**config.mk**
```make
export PLATFORM = sky130hd
export DESIGN_NAME = seq_chunk_adder_flat
export DESIGN_NICKNAME = d
export VERILOG_FILES = /design/src/rtl/seq_chunk_adder_if.sv /design/src/rtl/seq_chunk_adder.sv /design/src/flat_wrapper.sv
export SDC_FILE = /design/constraint.sdc
export NUM_CORES = 1
export LEC_CHECK = 0
export ABC_AREA = 1
export BUFFER_PORTS_ARGS = -buffer_cell sky130_fd_sc_hd__buf_2
export CORE_ASPECT_RATIO = 1.75
export CORE_UTILIZATION = 55
export DETAILED_ROUTE_END_ITERATION = 8
export HOLD_SLACK_MARGIN = 0.15
export PLACE_DENSITY = 0.9
export SLEW_MARGIN = 10
export SYNTH_ARGS = -nofsm -noshare
export SYNTH_HDL_FRONTEND = slang
export SYNTH_SLANG_ARGS = --single-unit
export TNS_END_PERCENT = 1
```
**constraint.sdc**
```tcl
create_clock -name clock -period 2.1 [get_ports clock]
set_input_delay 0.105 -clock clock [delete_from_list [all_inputs] [get_ports clock]]
set_output_delay 0.105 -clock clock [all_outputs]
set_load 0.005 [all_outputs]
```
**src/rtl/seq_chunk_adder_if.sv**
```systemverilog
// Operand/result bundle for seq_chunk_adder. The requester drives the master side,
// and the adder implements the slave side.
`timescale 1ns/1ps

interface seq_chunk_adder_if #(
    parameter int WIDTH = 16
);
    logic             start;
    logic             sub;
    logic [WIDTH-1:0] a;
    logic [WIDTH-1:0] b;
    logic             cin;
    logic             busy;
    logic             done;
    logic [WIDTH-1:0] sum;
    logic             cout;
    logic             overflow;

    modport master (
        output start, sub, a, b, cin,
        input  busy, done, sum, cout, overflow
    );

    modport slave (
        input  start, sub, a, b, cin,
        output busy, done, sum, cout, overflow
    );
endinterface

```
**src/rtl/seq_chunk_adder.sv**
```systemverilog
// Multi-cycle WIDTH-bit adder/subtractor. Each clock, a CHUNK-bit ripple slice adds
// one chunk, and a register carries the carry into the next chunk.
`timescale 1ns/1ps

module seq_chunk_adder #(
    parameter int WIDTH = 16,
    parameter int CHUNK = 4
) (
    input  logic             clock,
    input  logic             resetn,
    seq_chunk_adder_if.slave bus
);
    localparam int N     = WIDTH / CHUNK;
    localparam int CNT_W = (N > 1) ? $clog2(N) : 1;
    localparam logic [CNT_W-1:0] LAST = CNT_W'(N - 1);

    generate
        if (CHUNK < 1 || CHUNK > WIDTH || (WIDTH % CHUNK) != 0) begin : g_bad_params
            $error("seq_chunk_adder: WIDTH must be a positive multiple of CHUNK");
        end
    endgenerate

    typedef enum logic {
        IDLE = 1'b0,
        RUN  = 1'b1
    } state_t;

    state_t           state_q, state_d;
    logic [WIDTH-1:0] opa_q, opa_d;
    logic [WIDTH-1:0] opb_q, opb_d;
    logic [WIDTH-1:0] res_q, res_d;
    logic [WIDTH-1:0] sum_q, sum_d;
    logic [CNT_W-1:0] cnt_q, cnt_d;
    logic             carry_q, carry_d;
    logic             cout_q, cout_d;
    logic             ovf_q, ovf_d;
    logic             done_q, done_d;

    logic [CHUNK:0]   slice;
    logic [CHUNK-1:0] slice_sum;
    logic             slice_co;
    logic             msb_ci;

    // Ripple slice over the low chunk of the shifting operands.
    always_comb begin
        slice = {1'b0, opa_q[CHUNK-1:0]} + {1'b0, opb_q[CHUNK-1:0]}
              + {{CHUNK{1'b0}}, carry_q};
    end

    assign slice_sum = slice[CHUNK-1:0];
    assign slice_co  = slice[CHUNK];
    // The carry into the slice MSB is recovered from the sum bit and its two addend bits.
    assign msb_ci    = slice_sum[CHUNK-1] ^ opa_q[CHUNK-1] ^ opb_q[CHUNK-1];

    always_comb begin
        state_d = state_q;
        opa_d   = opa_q;
        opb_d   = opb_q;
        res_d   = res_q;
        sum_d   = sum_q;
        cnt_d   = cnt_q;
        carry_d = carry_q;
        cout_d  = cout_q;
        ovf_d   = ovf_q;
        done_d  = 1'b0;

        case (state_q)
            IDLE: begin
                if (bus.start) begin
                    opa_d   = bus.a;
                    opb_d   = bus.sub ? ~bus.b : bus.b;
                    carry_d = bus.sub ? 1'b1 : bus.cin;
                    cnt_d   = '0;
                    state_d = RUN;
                end
            end
            RUN: begin
                opa_d   = opa_q >> CHUNK;
                opb_d   = opb_q >> CHUNK;
                res_d   = (res_q >> CHUNK) | (WIDTH'(slice_sum) << (WIDTH - CHUNK));
                carry_d = slice_co;
                cnt_d   = cnt_q + CNT_W'(1);
                if (cnt_q == LAST) begin
                    sum_d   = res_d;
                    cout_d  = slice_co;
                    ovf_d   = msb_ci ^ slice_co;
                    done_d  = 1'b1;
                    state_d = IDLE;
                end
            end
            default: state_d = IDLE;
        endcase
    end

    always_ff @(posedge clock or negedge resetn) begin
        if (!resetn) begin
            state_q <= IDLE;
            opa_q   <= '0;
            opb_q   <= '0;
            res_q   <= '0;
            sum_q   <= '0;
            cnt_q   <= '0;
            carry_q <= 1'b0;
            cout_q  <= 1'b0;
            ovf_q   <= 1'b0;
            done_q  <= 1'b0;
        end else begin
            state_q <= state_d;
            opa_q   <= opa_d;
            opb_q   <= opb_d;
            res_q   <= res_d;
            sum_q   <= sum_d;
            cnt_q   <= cnt_d;
            carry_q <= carry_d;
            cout_q  <= cout_d;
            ovf_q   <= ovf_d;
            done_q  <= done_d;
        end
    end

    assign bus.busy     = (state_q == RUN);
    assign bus.done     = done_q;
    assign bus.sum      = sum_q;
    assign bus.cout     = cout_q;
    assign bus.overflow = ovf_q;
endmodule

```
**src/flat_wrapper.sv**
```systemverilog
// flat-port wrapper written by rule: the top's interface ports become plain ports
module seq_chunk_adder_flat 
#(
    parameter int WIDTH = 16,
    parameter int CHUNK = 4
)
  (clock, resetn, bus_start, bus_sub, bus_a, bus_b, bus_cin, bus_busy, bus_done, bus_sum, bus_cout, bus_overflow);
  seq_chunk_adder_if #(.WIDTH(WIDTH)) bus_i ();
  input  logic clock;
  input  logic resetn;
  input wire logic [$bits(bus_i.start)-1:0] bus_start;
  input wire logic [$bits(bus_i.sub)-1:0] bus_sub;
  input wire logic [$bits(bus_i.a)-1:0] bus_a;
  input wire logic [$bits(bus_i.b)-1:0] bus_b;
  input wire logic [$bits(bus_i.cin)-1:0] bus_cin;
  output wire logic [$bits(bus_i.busy)-1:0] bus_busy;
  output wire logic [$bits(bus_i.done)-1:0] bus_done;
  output wire logic [$bits(bus_i.sum)-1:0] bus_sum;
  output wire logic [$bits(bus_i.cout)-1:0] bus_cout;
  output wire logic [$bits(bus_i.overflow)-1:0] bus_overflow;
  assign bus_i.start = bus_start;
  assign bus_i.sub = bus_sub;
  assign bus_i.a = bus_a;
  assign bus_i.b = bus_b;
  assign bus_i.cin = bus_cin;
  assign bus_busy = bus_i.busy;
  assign bus_done = bus_i.done;
  assign bus_sum = bus_i.sum;
  assign bus_cout = bus_i.cout;
  assign bus_overflow = bus_i.overflow;
  seq_chunk_adder #(.WIDTH(WIDTH), .CHUNK(CHUNK)) u_core (.clock(clock), .resetn(resetn), .bus(bus_i));
endmodule
```
==> flow_summary.json <==
{
  "gr-total-overflow": 0,
  "place_congestion": 0.899,
  "ff2ff_path_depth": 9,
  "die_h_um": 99.0,
  "max-clock-path-buffers": 2,
  "dp_hpwl_mm": 4.10,
  "path_max_fanout": 3,
  "vias": 2463,
  "synth_nets": 351,
  "root_buffer": "clkbuf_8",
  "syn_to_final_growth_pct": 27.4,
  "violations": "DRC",
  "clk_pin_slew_worst_paths_ps": 70,
  "grt_pass1_wl_mm": 10.7,
  "cts_setup_buffers": 0,
  "fin_crit_sh": 0.943,
  "cts_max_level": 3,
  "regArea_sq_um": 1680,
  "drv_cap": 0,
  "grt_setup_unrepaired": "no",
  "wirelength_mm": 6.37,
  "die_area_sq_um": 5690,
  "cts_buffers": 9,
  "initial_utilization": 0.568,
  "syn_area_sq_um": 2960,
  "netlist_instances": 308,
  "hold_class": "in -> reg",
  "total_power_mw": 4.67,
  "fmax_ghz": 0.505,
  "pin_count": 57,
  "yosys_warnings": 0,
  "p_clk_frac": 0.235,
  "fill_cells": 390,
  "drtPass1Iterations": 8,
  "post_drt_wl_per_cell_um": 14.0,
  "startpoint_type": "register",
  "worstSetupPathType": "reg -> reg",
  "antenna_left": 0,
  "grt_max_degree": 30,
  "ys_ff_latch": 67,
  "diodes": 0,
  "power_frac_comb": 0.326,
  "synthDistinctLibCells": 26,
  "p_leak_nw": 1.88,
  "vdd_drop_max_mv": 0.658,
  "r2r-start": "u_core.opb_q[0]",
  "fin_skew_ps": 9.97,
  "cts_tree": "built",
  "whs_endpoint": "u_core.opb_q[5]",
  "drtIter0Drc": 104,
  "coreArea_sq_um": 5210,
  "track_usage": 0.251,
  "tightest_slew_ps": 465,
  "numPortBuffers": 56,
  "syn_avg_cell_area_sq_um": 9.60,
  "antenna_found_initial": 0,
  "max_slew_margin": 0.689,
  "p_per_area_nw_per_um2": 1240,
  "p_switching_mw": 1.62,
  "seq_area_frac_synth": 0.567,
  "hold_start": "bus_start",
  "setup_tns_ps": 0,
  "multi_input_area_sq_um": 1080,
  "cp.arrival_ps": 2260,
  "swShare": 0.346,
  "min_period_ps": 1980,
  "die_width_um": 57.4,
  "fin_ws_ps": 120,
  "cts.sinks": 67,
  "min_path_cells": 3,
  "drive_gt1_frac": 0.202,
  "internal_power_mw": 3.05,
  "drc_errors": 3,
  "fp-row-count": 35,
  "r2r-end": "u_core.bus.overflow",
  "clk_latency_ps": 340,
  "drv_slew": 0,
  "end_kind": "register",
  "setup_viol": 0,
  "viasPerCell": 5.40,
  "outcome": "finished with violations",
  "hold_viol_final": 0,
  "grt_pass1_vias": 2389,
  "post-route-util": 0.723,
  "pre_cts_ws_ps": 168,
  "crit_required_ps": 2380,
  "finalNetCount": 441,
  "reg2reg_slack_ps": 120,
  "pwr-share-seq": 0.439
}
-- how the worst max path moves through the flow --
stage,from,endpoint,cells after the start
3_3_place_gp,u_core.carry_q,u_core.bus.overflow,8
4_1_cts,u_core.opb_q[0],u_core.bus.overflow,9
2_1_floorplan,u_core.carry_q,u_core.bus.overflow,8
5_1_grt,u_core.opb_q[0],u_core.bus.overflow,9
3_5_place_dp,u_core.carry_q,u_core.bus.overflow,9
6_report,u_core.opb_q[0],u_core.bus.overflow,9
-- layout make-up --
class | count | share of cell area
inverter | 22 | 0.0226
tap | 55 | 0.0183
clock buffer | 11 | 0.0349
multi-input combinational | 203 | 0.288
sequential | 67 | 0.445
timing repair buffer | 95 | 0.175
clock inverter | 3 | 0.0173
-- flip-flops by register name (all words and copies together), names as in the netlist --
| name | count |
|---|---|
| u_core.opb_q | 16 |
| u_core.bus.cout | 1 |
| u_core.bus.done | 1 |
| u_core.res_q | 12 |
| u_core.carry_q | 1 |
| u_core.bus.busy | 1 |
| u_core.bus.sum | 16 |
| u_core.opa_q | 16 |
| u_core.bus.overflow | 1 |
| u_core.cnt_q | 2 |
-- placed cells by master, fill, tap and decap left out, types with 9 or more instances in the layout --
| cell type | n |
|---|---|
| nand2_1 | 102 |
| dfrtp_1 | 67 |
| buf_2 | 56 |
| dlygate4sd3_1 | 34 |
| o21ai_0 | 28 |
| inv_1 | 17 |
| xnor2_1 | 17 |
| nand3_1 | 14 |
| o211ai_1 | 10 |
| clkbuf_8 | 9 |
-- synth_stat cells (all sizes together) --
cell type	count	area share
clkbuf	5	0.0063
nand2	105	0.14
a22oi	4	0.010
o21ai	33	0.056
nand3	14	0.024
fa	2	0.014
nand3b	1	0.0025
xnor2	17	0.050
ha	4	0.017
o221ai	2	0.0059
o211ai	10	0.025
dfrtp	67	0.57
xor2	1	0.0030
a21oi	3	0.0051
inv	22	0.029
nand4	1	0.0021
buf	11	0.032
a22o	4	0.012
nor2	2	0.0025
-- stage by stage --
| stage | hold WS (ps) | instance area (sq um) | std cells |
|---|---|---|---|
| 2_1_floorplan | -191 | 2960 | 308 |
| 3_3_place_gp | 52.4 | 3230 | 408 |
| 3_5_place_dp | 53.4 | 3230 | 408 |
| 4_1_cts | 184 | 3770 | 456 |
| 5_1_grt | 214 | 3770 | 456 |
| 6_report | 196 | 3770 | 456 |
-- power groups by stage --
stage | registers [mW] | clock network, mW | logic [mW]
2_1_floorplan | 2.01 | 0 | 1.05
3_3_place_gp | 2.03 | 0 | 1.40
3_5_place_dp | 2.06 | 0 | 1.47
4_1_cts | 2.04 | 1.11 | 1.53
5_1_grt | 2.10 | 1.16 | 1.75
6_report | 2.05 | 1.10 | 1.52
-- kinds of logic (layout without fill, tap and decap cells) --
group | Yosys count | after routing | synth area share
DFF | 67 | 67 | 0.567
xor gates and xnor gates | 18 | 18 | 0.0533
and+or+nand+nor | 123 | 123 | 0.168
adders and majority gates | 6 | 6 | 0.0305
buffers and inverters | 38 | 131 | 0.0668
AOI/OAI and AO/OA | 56 | 56 | 0.114
-- critical path: stages, from the launching register on --
cell and delay, ps:
dfrtp_1 340, inv_1 80, fa_1 430, fa_1 420
nand3b_1 200, nand2_1 140, nand2_1 100, nand3_1 90
nand2_1 60, nand2_1 60
-- per-layer routing --
metal | vias up | global-route usage | part of all wire
met3 | 13 | 0.0591 | 0.041
met4 | 0 | 0.137 | 0.026
met5 | - | 0 | 0
met1 | 1200 | 0.290 | 0.39
li1 | 1178 | - | -
met2 | 72 | 0.420 | 0.54
-- what timing repair did --
item / CTS / global route
hold buffers: 34 / 0
resized for setup: 0 / 0
hold endpoints to repair: 91 / 0
Power figures use the tool's default switching activity.
